File: src/rtl/isp_pkg.sv
// Shared state encoding and object-list entry layout for the ISP tile scheduler.
// Optional perf counters in the top are enabled by defining ISP_TILE_PERF_CNT_EN.
package isp_pkg;

  typedef enum logic [2:0] {
    IDLE,
    CLEAR,
    RGN_RD,
    OL_RD,
    TAG,
    FLUSH,
    NEXT
  } state_t;

  localparam int ENTRY_END      = 31;
  localparam int ENTRY_LINK     = 30;
  localparam int ENTRY_ADDR_MSB = 23;
  localparam int ENTRY_ADDR_LSB = 0;
  localparam int EMPTY_TILE     = 31;

  // A zero tile count is treated as a single tile.
  function automatic logic [5:0] dim_or_one(input logic [5:0] dim);
    return (dim == 6'd0) ? 6'd1 : dim;
  endfunction

endpackage

File: src/rtl/isp_tile_walker.sv
// Tile raster walker: holds frame geometry and current tile, computes the
// region-array word address for that tile and flags the last tile.
module isp_tile_walker
  import isp_pkg::*;
(
  input  logic        clock,
  input  logic        reset_n,
  input  logic        load,
  input  logic        advance,
  input  logic [23:0] region_base,
  input  logic [5:0]  tiles_w,
  input  logic [5:0]  tiles_h,
  output logic [5:0]  tile_x,
  output logic [5:0]  tile_y,
  output logic [23:0] region_addr,
  output logic        last_tile
);

  logic [23:0] base_reg;
  logic [5:0]  w_reg;
  logic [5:0]  h_reg;
  logic [5:0]  x_reg;
  logic [5:0]  y_reg;
  logic [23:0] tile_index;

  always_ff @(posedge clock or negedge reset_n) begin
    if (!reset_n) begin
      base_reg <= '0;
      w_reg    <= '0;
      h_reg    <= '0;
      x_reg    <= '0;
      y_reg    <= '0;
    end else if (load) begin
      base_reg <= region_base;
      w_reg    <= dim_or_one(tiles_w);
      h_reg    <= dim_or_one(tiles_h);
      x_reg    <= '0;
      y_reg    <= '0;
    end else if (advance && !last_tile) begin
      if (x_reg == w_reg - 6'd1) begin
        x_reg <= '0;
        y_reg <= y_reg + 6'd1;
      end else begin
        x_reg <= x_reg + 6'd1;
      end
    end
  end

  // Address arithmetic deliberately wraps within the 24-bit VRAM space.
  assign tile_index  = 24'(y_reg) * 24'(w_reg) + 24'(x_reg);
  assign region_addr = base_reg + (tile_index << 2);
  assign last_tile   = (x_reg == w_reg - 6'd1) && (y_reg == h_reg - 6'd1);
  assign tile_x      = x_reg;
  assign tile_y      = y_reg;

endmodule

File: src/rtl/isp_tile_scheduler.sv
// Per-tile ISP scheduler: clears the tag buffer, walks each tile's object list
// from VRAM, issues polygon tags and flushes. ISP_TILE_PERF_CNT_EN adds perf counters.
module isp_tile_scheduler
  import isp_pkg::*;
#(
  parameter int LIST_LIMIT = 4096
) (
  input  logic        clock,
  input  logic        reset_n,
  input  logic        start,
  input  logic [23:0] region_base,
  input  logic [5:0]  tiles_w,
  input  logic [5:0]  tiles_h,
  output logic        busy,
  output logic [5:0]  tile_x,
  output logic [5:0]  tile_y,
  output logic        z_clear,
  output logic        tag_clear,
  input  logic        clear_done,
  output logic        tag_poly,
  output logic [31:0] poly_addr,
  input  logic        tag_done,
  output logic        tile_flush,
  input  logic        flush_done,
  output logic        frame_done,
  output logic        list_overflow,
  output logic        vram_rd,
  output logic [23:0] vram_addr,
  input  logic        vram_valid,
  input  logic [31:0] vram_din
`ifdef ISP_TILE_PERF_CNT_EN
  ,
  output logic [31:0] perf_cycles,
  output logic [31:0] perf_polys
`endif
);

  localparam int CW = $clog2(LIST_LIMIT + 1);

  state_t         state_reg, state_next;
  logic [23:0]    ptr_reg, ptr_next;
  logic [23:0]    poly_reg, poly_next;
  logic [CW-1:0]  cnt_reg, cnt_next;
  logic           ovf_reg, ovf_next;
  logic           load;
  logic           advance;
  logic           last_tile;
  logic           limit_hit;
  logic [23:0]    region_addr;
  logic           din_unused;

  isp_tile_walker u_walker (
    .clock       (clock),
    .reset_n     (reset_n),
    .load        (load),
    .advance     (advance),
    .region_base (region_base),
    .tiles_w     (tiles_w),
    .tiles_h     (tiles_h),
    .tile_x      (tile_x),
    .tile_y      (tile_y),
    .region_addr (region_addr),
    .last_tile   (last_tile)
  );

  always_ff @(posedge clock or negedge reset_n) begin
    if (!reset_n) begin
      state_reg <= IDLE;
      ptr_reg   <= '0;
      poly_reg  <= '0;
      cnt_reg   <= '0;
      ovf_reg   <= 1'b0;
    end else begin
      state_reg <= state_next;
      ptr_reg   <= ptr_next;
      poly_reg  <= poly_next;
      cnt_reg   <= cnt_next;
      ovf_reg   <= ovf_next;
    end
  end

  // True when the word now arriving is the LIST_LIMIT-th of this tile.
  assign limit_hit = (int'(cnt_reg) + 1) >= LIST_LIMIT;

  always_comb begin
    state_next = state_reg;
    ptr_next   = ptr_reg;
    poly_next  = poly_reg;
    cnt_next   = cnt_reg;
    ovf_next   = ovf_reg;
    load       = 1'b0;
    advance    = 1'b0;
    unique case (state_reg)
      IDLE: begin
        if (start) begin
          load       = 1'b1;
          ovf_next   = 1'b0;
          state_next = CLEAR;
        end
      end
      CLEAR: begin
        if (clear_done) state_next = RGN_RD;
      end
      RGN_RD: begin
        if (vram_valid) begin
          if (vram_din[EMPTY_TILE]) begin
            state_next = FLUSH;
          end else begin
            ptr_next   = vram_din[ENTRY_ADDR_MSB:ENTRY_ADDR_LSB];
            cnt_next   = '0;
            state_next = OL_RD;
          end
        end
      end
      OL_RD: begin
        if (vram_valid) begin
          cnt_next = cnt_reg + CW'(1);
          if (vram_din[ENTRY_END]) begin
            state_next = FLUSH;
          end else if (limit_hit) begin
            ovf_next   = 1'b1;
            state_next = FLUSH;
          end else if (vram_din[ENTRY_LINK]) begin
            ptr_next = vram_din[ENTRY_ADDR_MSB:ENTRY_ADDR_LSB];
          end else begin
            poly_next  = vram_din[ENTRY_ADDR_MSB:ENTRY_ADDR_LSB];
            ptr_next   = ptr_reg + 24'd4;
            state_next = TAG;
          end
        end
      end
      TAG: begin
        if (tag_done) state_next = OL_RD;
      end
      FLUSH: begin
        if (flush_done) state_next = NEXT;
      end
      NEXT: begin
        if (last_tile) begin
          state_next = IDLE;
        end else begin
          advance    = 1'b1;
          state_next = CLEAR;
        end
      end
      default: state_next = IDLE;
    endcase
  end

  assign busy          = (state_reg != IDLE);
  assign z_clear       = (state_reg == CLEAR);
  assign tag_clear     = (state_reg == CLEAR);
  assign tag_poly      = (state_reg == TAG);
  assign tile_flush    = (state_reg == FLUSH);
  assign vram_rd       = (state_reg == RGN_RD) || (state_reg == OL_RD);
  assign vram_addr     = (state_reg == RGN_RD) ? region_addr :
                         (state_reg == OL_RD)  ? ptr_reg : 24'd0;
  assign poly_addr     = {8'h00, poly_reg};
  assign frame_done    = (state_reg == NEXT) && last_tile;
  assign list_overflow = ovf_reg;
  assign din_unused    = ^vram_din[29:24];

`ifdef ISP_TILE_PERF_CNT_EN
  always_ff @(posedge clock or negedge reset_n) begin
    if (!reset_n) begin
      perf_cycles <= '0;
      perf_polys  <= '0;
    end else if (load) begin
      perf_cycles <= '0;
      perf_polys  <= '0;
    end else begin
      if (busy && perf_cycles != '1) perf_cycles <= perf_cycles + 32'd1;
      if (state_reg == TAG && tag_done && perf_polys != '1) perf_polys <= perf_polys + 32'd1;
    end
  end
`endif

endmodule

File: config.mk
export PLATFORM = sky130hd
export DESIGN_NAME = isp_tile_scheduler
export DESIGN_NICKNAME = d
export VERILOG_FILES = /design/src/rtl/isp_pkg.sv /design/src/rtl/isp_tile_walker.sv /design/src/rtl/isp_tile_scheduler.sv
export SDC_FILE = /design/constraint.sdc
export NUM_CORES = 1
export LEC_CHECK = 0
export CAP_MARGIN = 20
export CORE_ASPECT_RATIO = 0.5
export CORE_MARGIN = 3
export CORE_UTILIZATION = 40
export DETAILED_ROUTE_END_ITERATION = 16
export PLACE_DENSITY = 0.61
export SYNTH_ARGS = -nofsm -noshare
export SYNTH_HDL_FRONTEND = slang
export SYNTH_HIERARCHICAL = 1
export SYNTH_SLANG_ARGS = --single-unit
File: constraint.sdc
create_clock -name clock -period 9.6 [get_ports clock]
set_clock_uncertainty 0.1 [all_clocks]
set_input_delay 1.44 -clock clock [delete_from_list [all_inputs] [get_ports clock]]
set_output_delay 1.44 -clock clock [all_outputs]
set_load 0.02 [all_outputs]
### Word level (Yosys, flattened, before mapping)

Index checks and enable logic that the tools add are counted.

* register bits: 113
* output and inout port bits: 76
* word-level logic and storage cells: 104

* bitwise gates (word level): 3
* equal/unequal tests: 19
* add/subtract/negate cells: 9
* reduce and logical (&&, ||, !) cells: 19
* mux-type cells: 42
* magnitude comparators: 1
* multipliers: 1

Operators with widths (count)
* 2-to-1 mux 24 bit: 8
* 2-to-1 mux 6 bit: 8
* one-hot mux 24 bit (2 select lines): 1
* 2-to-1 mux 13 bit: 3
* 2-to-1 mux 3 bit: 10
* one-hot mux 13 bit (2 select lines): 1
* adder 24 bit: 1
* adder 24 x 3 -> 24 bit (second input constant): 1
* one-hot mux 3 bit (7 select lines): 1
* adder 13 x 1 -> 14 bit (second input constant): 1
* >= comparator 14 x 13 -> 1 bit (second input constant): 1
* inequality test 2 bit (second input constant): 7
* adder 12 x 6 -> 13 bit: 1
* adder 13 x 1 -> 13 bit (second input constant): 1
* adder 6 x 1 -> 6 bit (second input constant): 2
* equality test 6 bit: 2
* zero test 6 bit: 2
* multiplier 6 x 6 -> 12 bit: 1
* subtractor 6 x 1 -> 6 bit (second input constant): 2
* AND reduction 5 bit: 2
* equality test 3 bit (second input constant): 3
* 2-to-1 mux 1 bit: 9
* nonzero test 2 bit: 4
* AND reduction 7 bit: 1
* 14 further kinds: 21

### Longest topological paths before layout

Gate-level depths: netlist of run 1.

* depth after elaboration: 8
* depth in mapped cells: 26
* gate-level depth less buffers: 25

### Modules after synthesis

The synthesis of run 1 kept the hierarchy.

By module, submodules not included
* isp_tile_walker: instances 1, seq. area each 1201.2 um2, cells each 492, area an instance 4621.9 um2
* isp_tile_scheduler: instances 1, seq. area each 1626.6 um2, cells each 436, area an instance 3966.3 um2

### Least setup slack after synthesis of run 1

No wires, ideal clock.

* path kind: register to output
* start point: register u_walker.y_reg[0] (netlist: u_walker/tile_y[0])
* end point: output port vram_addr[16]
* arrival time: 6067 ps
* stages on the path, launching flop included: 25
* buffers on the path: 1
* slack: 1993 ps
* cells stage by stage: dfrtp_1 clkbuf_1 nand2_1 fa_1 fa_1 inv_1 fa_1 inv_1 fa_1 inv_1 ha_1 o21a_1 a2111oi_0 o31ai_1 a21oi_1 xnor2_1 ha_1 a41oi_1 o21ai_0 a31o_1 a31o_2 nand2_1 xnor2_1 mux2i_1 nor2_1

* word-level cells in the longest chain between the ends: 4

RTL lines
* from (decl): line isp_tile_walker.sv:23 `logic [5:0] y_reg;`
* from (signal assigned): line isp_tile_walker.sv:42 `y_reg <= y_reg + 6'd1;`
* multiplier 6 x 6 -> 12 bit: line isp_tile_walker.sv:50 `assign tile_index = 24'(y_reg) * 24'(w_reg) + 24'(x_reg);`
* adder 12 x 6 -> 13 bit: line isp_tile_walker.sv:50
* adder 24 bit: line isp_tile_walker.sv:51 `assign region_addr = base_reg + (tile_index << 2);`
* named net region_addr[16]: line isp_tile_scheduler.sv:49 `logic [23:0] region_addr;`
* 2-to-1 mux 24 bit: line isp_tile_scheduler.sv:156 `assign vram_addr = (state_reg == RGN_RD) ? region_addr :`
* to (decl): line isp_tile_scheduler.sv:28 `output logic [23:0] vram_addr,`

The timed path passes the listed nets, and every way through them passes these cells.

### Worst setup path in the final report of run 1

* start point: register u_walker.y_reg[3] (netlist: u_walker/tile_y[3])
* end point: output port vram_addr[16]

The elaborated chain is that of the path after synthesis.

==> summary.txt, run 1 <==
result of the run: completed
master cell of the clock root buffer: clkbuf_16
placeable core region: 20,800 sq um
total of hold buffers inserted after clock tree synthesis: 0
Lkg Pwr: 4.76 nW
share of cells above drive strength 1: 10.5%
type of destination of the critical path: output pin
largest net degree at the start of global routing: 72
portion of netlist area occupied by mux cells: 11.1%
net count reported at finish: 1,191
Post-synth EDFFs: 0
warning count from the yosys run: 6
die span in y: 110 um
routability cong.: 0.853
FF-to-FF setup slack: 5470 ps
Detailed Route Iter0 Violations: 472
clock sink count: 113
Total Wirelength: 22,700 um
Netlist Area Pre-Place: 8590 sq um
antenna violations before repair: 0
Multi-input gate area: 5300 sq um
endpoints failing hold: 0
final setup violation count: 0
synthesis-stage register bit count: 113
number of distinct library cell variants in the gate-level netlist after synthesis: 76
share of the yosys chip area belonging to registers: 32.9%
maximum clock frequency: 0.113 GHz
Crit Path Max Fanout: 12
final slew viol count: 0
first-pass GRT wire length: 36,400 um
number of cells after detailed placement: 1,293
via-per-instance ratio: 5.51
Synth area leader: dfrtp_1
RSZ-0062 raised after global routing: false
Max VDD drop: 121 uV
average wire per cell in the routed design: 17.1 um
xor and xnor area share after synthesis: 4.79%
Post-Synth Adder-Cell Area: 12.9%
most area-consuming cells after synthesis: dfrtp_1 33%, ha_1 8.0%, mux2_2 7.3%
quantity of I/O buffers inserted on ports: 136
clock-pin slew reported for the worst setup and hold paths after clock tree synthesis: 50 ps
share of the core filled with cells in the final layout: 51.1%
count leader, synth: dfrtp_1
Synth Area in Simple Gates: 17.3%
Die Footprint: 23,400 sq um
clock latency on the worst-skew pair: 420 ps
launching element of the worst setup path: u_walker/tile_y[3]
Post-synth ARST share: 100%
final worst path period need: 8870 ps
starting density of the core: 41.2%
number of global-route vias before repair: 6,953
dominant combinational cell family by area after synthesis: simple AND/OR/NAND/NOR gates
area growth from synthesis to layout: 24.0%
flip-flop cell with the highest count after synthesis: dfrtp_1
fraction of the mapped netlist area in compound gates: 15.2%
Clock H-tree levels: 4
Total Negative Setup Slacks: 0 ps
arrival time at the worst endpoint: 7330 ps
crit path kind: reg -> out
critical path data required time: 8060 ps
gate count after technology mapping: 928
via count: 7,292
TritonCTS clock tree: built
number of cells on the worst reg-to-reg path: 10
most numerous cell types in the synthesized netlist: 113 x dfrtp_1, 72 x nor2_1, 67 x nand2_1
startpoint of the lowest-slack register-to-register path: u_walker/h_reg[0]
number of antenna-violating nets in the routed design: 0
width of the chip: 213 um
CP Capture Point: vram_addr[16]
max-cap violation count: 0
total congestion overflow after global routing: 0
fraction of post-synthesis cell area in the top cell type by area: 32.9%
slew at the pin with the worst max-slew slack: 1100 ps
sequential cell area: 2830 sq um
global-route total usage across every layer: 19.7%
non-filler instance count after layout: 1,324
number of standard-cell rows in the floorplan: 37
total DRC errors in the routed layout: 0
# diodes: 0
headroom to the max-slew limit: 26.2%
Critical R2R Capture: u_walker/tile_y[5]
Startpoint Class: flop
Min-Delay Path Class: reg -> reg
detailed placement HPWL: 16,700 um
post-layout power: 2.92 mW
dpl ws: 1020 ps
post-layout worst setup margin: 727 ps
buffer levels on the longest clock path: 2
final period utilization: 92.4%
number of buffers created by CTS: 17
power per cell area: 275 nW/um^2
first-pass iteration count of the detailed router: 5
fillers: 1,942
Top-Level Pins: 151
mean cell area of the mapped netlist: 9.25 sq um
[logic make-up after synthesis]
group | after synthesis
mux | 88
buf+inv | 111
xor+xnor | 47
flops | 113
compound gates | 206
fa+ha+maj | 76
other cells | 1
simple gates | 286
[per-layer routing]
metal	vias to the layer above	part of all wire (%)	GRT usage [%]
li1	3497	-	-
met1	3605	48	27.4
met2	170	47	32.0
met3	20	4.3	3.65
met4	0	1.0	4.57
met5	-	0	0
[critical path, cell delays in order, from the launching register on]
cell	delay (ps)
dfrtp_1	530
and2_1	240
fa_1	530
inv_1	50
fa_1	470
inv_1	50
fa_1	530
inv_1	50
fa_1	490
inv_1	40
ha_1	330
o21a_1	140
a2111oi_1	670
o31ai_1	150
a21oi_1	200
xnor2_1	220
ha_1	350
a41oi_1	190
o21ai_0	110
a31o_1	220
a31o_2	280
nand2_1	80
xnor2_1	110
mux2i_1	90
nor2_1	160
clkdlybuf4s50_1	640
[how the worst min path moves through the flow]
stage | endpoint | slack (ps) | startpoint | cells after the start
floorplan | u_walker/base_reg[0] | 380 | u_walker/base_reg[0] | 1
global placement | poly_reg[16] | 390 | poly_reg[16] | 1
detailed placement | u_walker/base_reg[0] | 400 | u_walker/base_reg[0] | 1
CTS | u_walker/base_reg[0] | 410 | u_walker/base_reg[0] | 1
global route | poly_reg[4] | 410 | poly_reg[4] | 1
finish | u_walker/base_reg[0] | 400 | u_walker/base_reg[0] | 1
[stage by stage]
| step | area (sq um) | hold WS [ps] |
|---|---|---|
| floorplan | 8610 | 382 |
| global placement | 10100 | 389 |
| detailed placement | 10100 | 396 |
| CTS | 10600 | 408 |
| global route | 10700 | 413 |
| finish | 10700 | 403 |
[cell type report]
type	instances	area share, %
Inverter	55	1.94
Clock inverter	10	1.06
Timing Repair Buffer	142	13.2
Clock buffer	20	4.29
Tap cell	273	3.21
Multi-Input combinational cell	711	49.8
Sequential cell	113	26.5
[power breakdown]
| part | total (mW) | internal (mW) | switching [mW] |
|---|---|---|---|
| clock | 0.622 | 0.391 | 0.231 |
| sequential | 0.907 | 0.661 | 0.246 |
| combinational | 1.40 | 0.652 | 0.743 |
| total | 2.92 | 1.70 | 1.22 |
[timing repair]
action                     in CTS  in global routing
buffers inserted                0                  0
gates resized for setup         0                  1
setup endpoints to repair       0                  1
[cells in the final DEF, fill, tap and decap left out, types with 14 or more instances in the layout]
cell and n:
xor2_1 16, fa_1 21, ha_1 55, clkdlybuf4s50_1 135, clkbuf_16 17, nor3_1 14
and2_1 31, dfrtp_1 113, xnor2_1 31, o21ai_0 49, mux2_2 56, nand3_1 24
inv_1 54, mux2i_1 31, nor2_1 71, nand2_1 67, a21oi_1 55
(Power assumes the default switching activity.)
==> run 2: changes to the inputs <==
--- a/config.mk
+++ b/config.mk
@@ -5,6 +5,7 @@
 export SDC_FILE = /design/constraint.sdc
 export NUM_CORES = 1
 export LEC_CHECK = 0
+export ABC_AREA = 0
 export CAP_MARGIN = 20
 export CORE_ASPECT_RATIO = 0.5
 export CORE_MARGIN = 3
==> results of run 2 <==
Same layout as run 1: the final DEF is identical, and so are final timing and power.
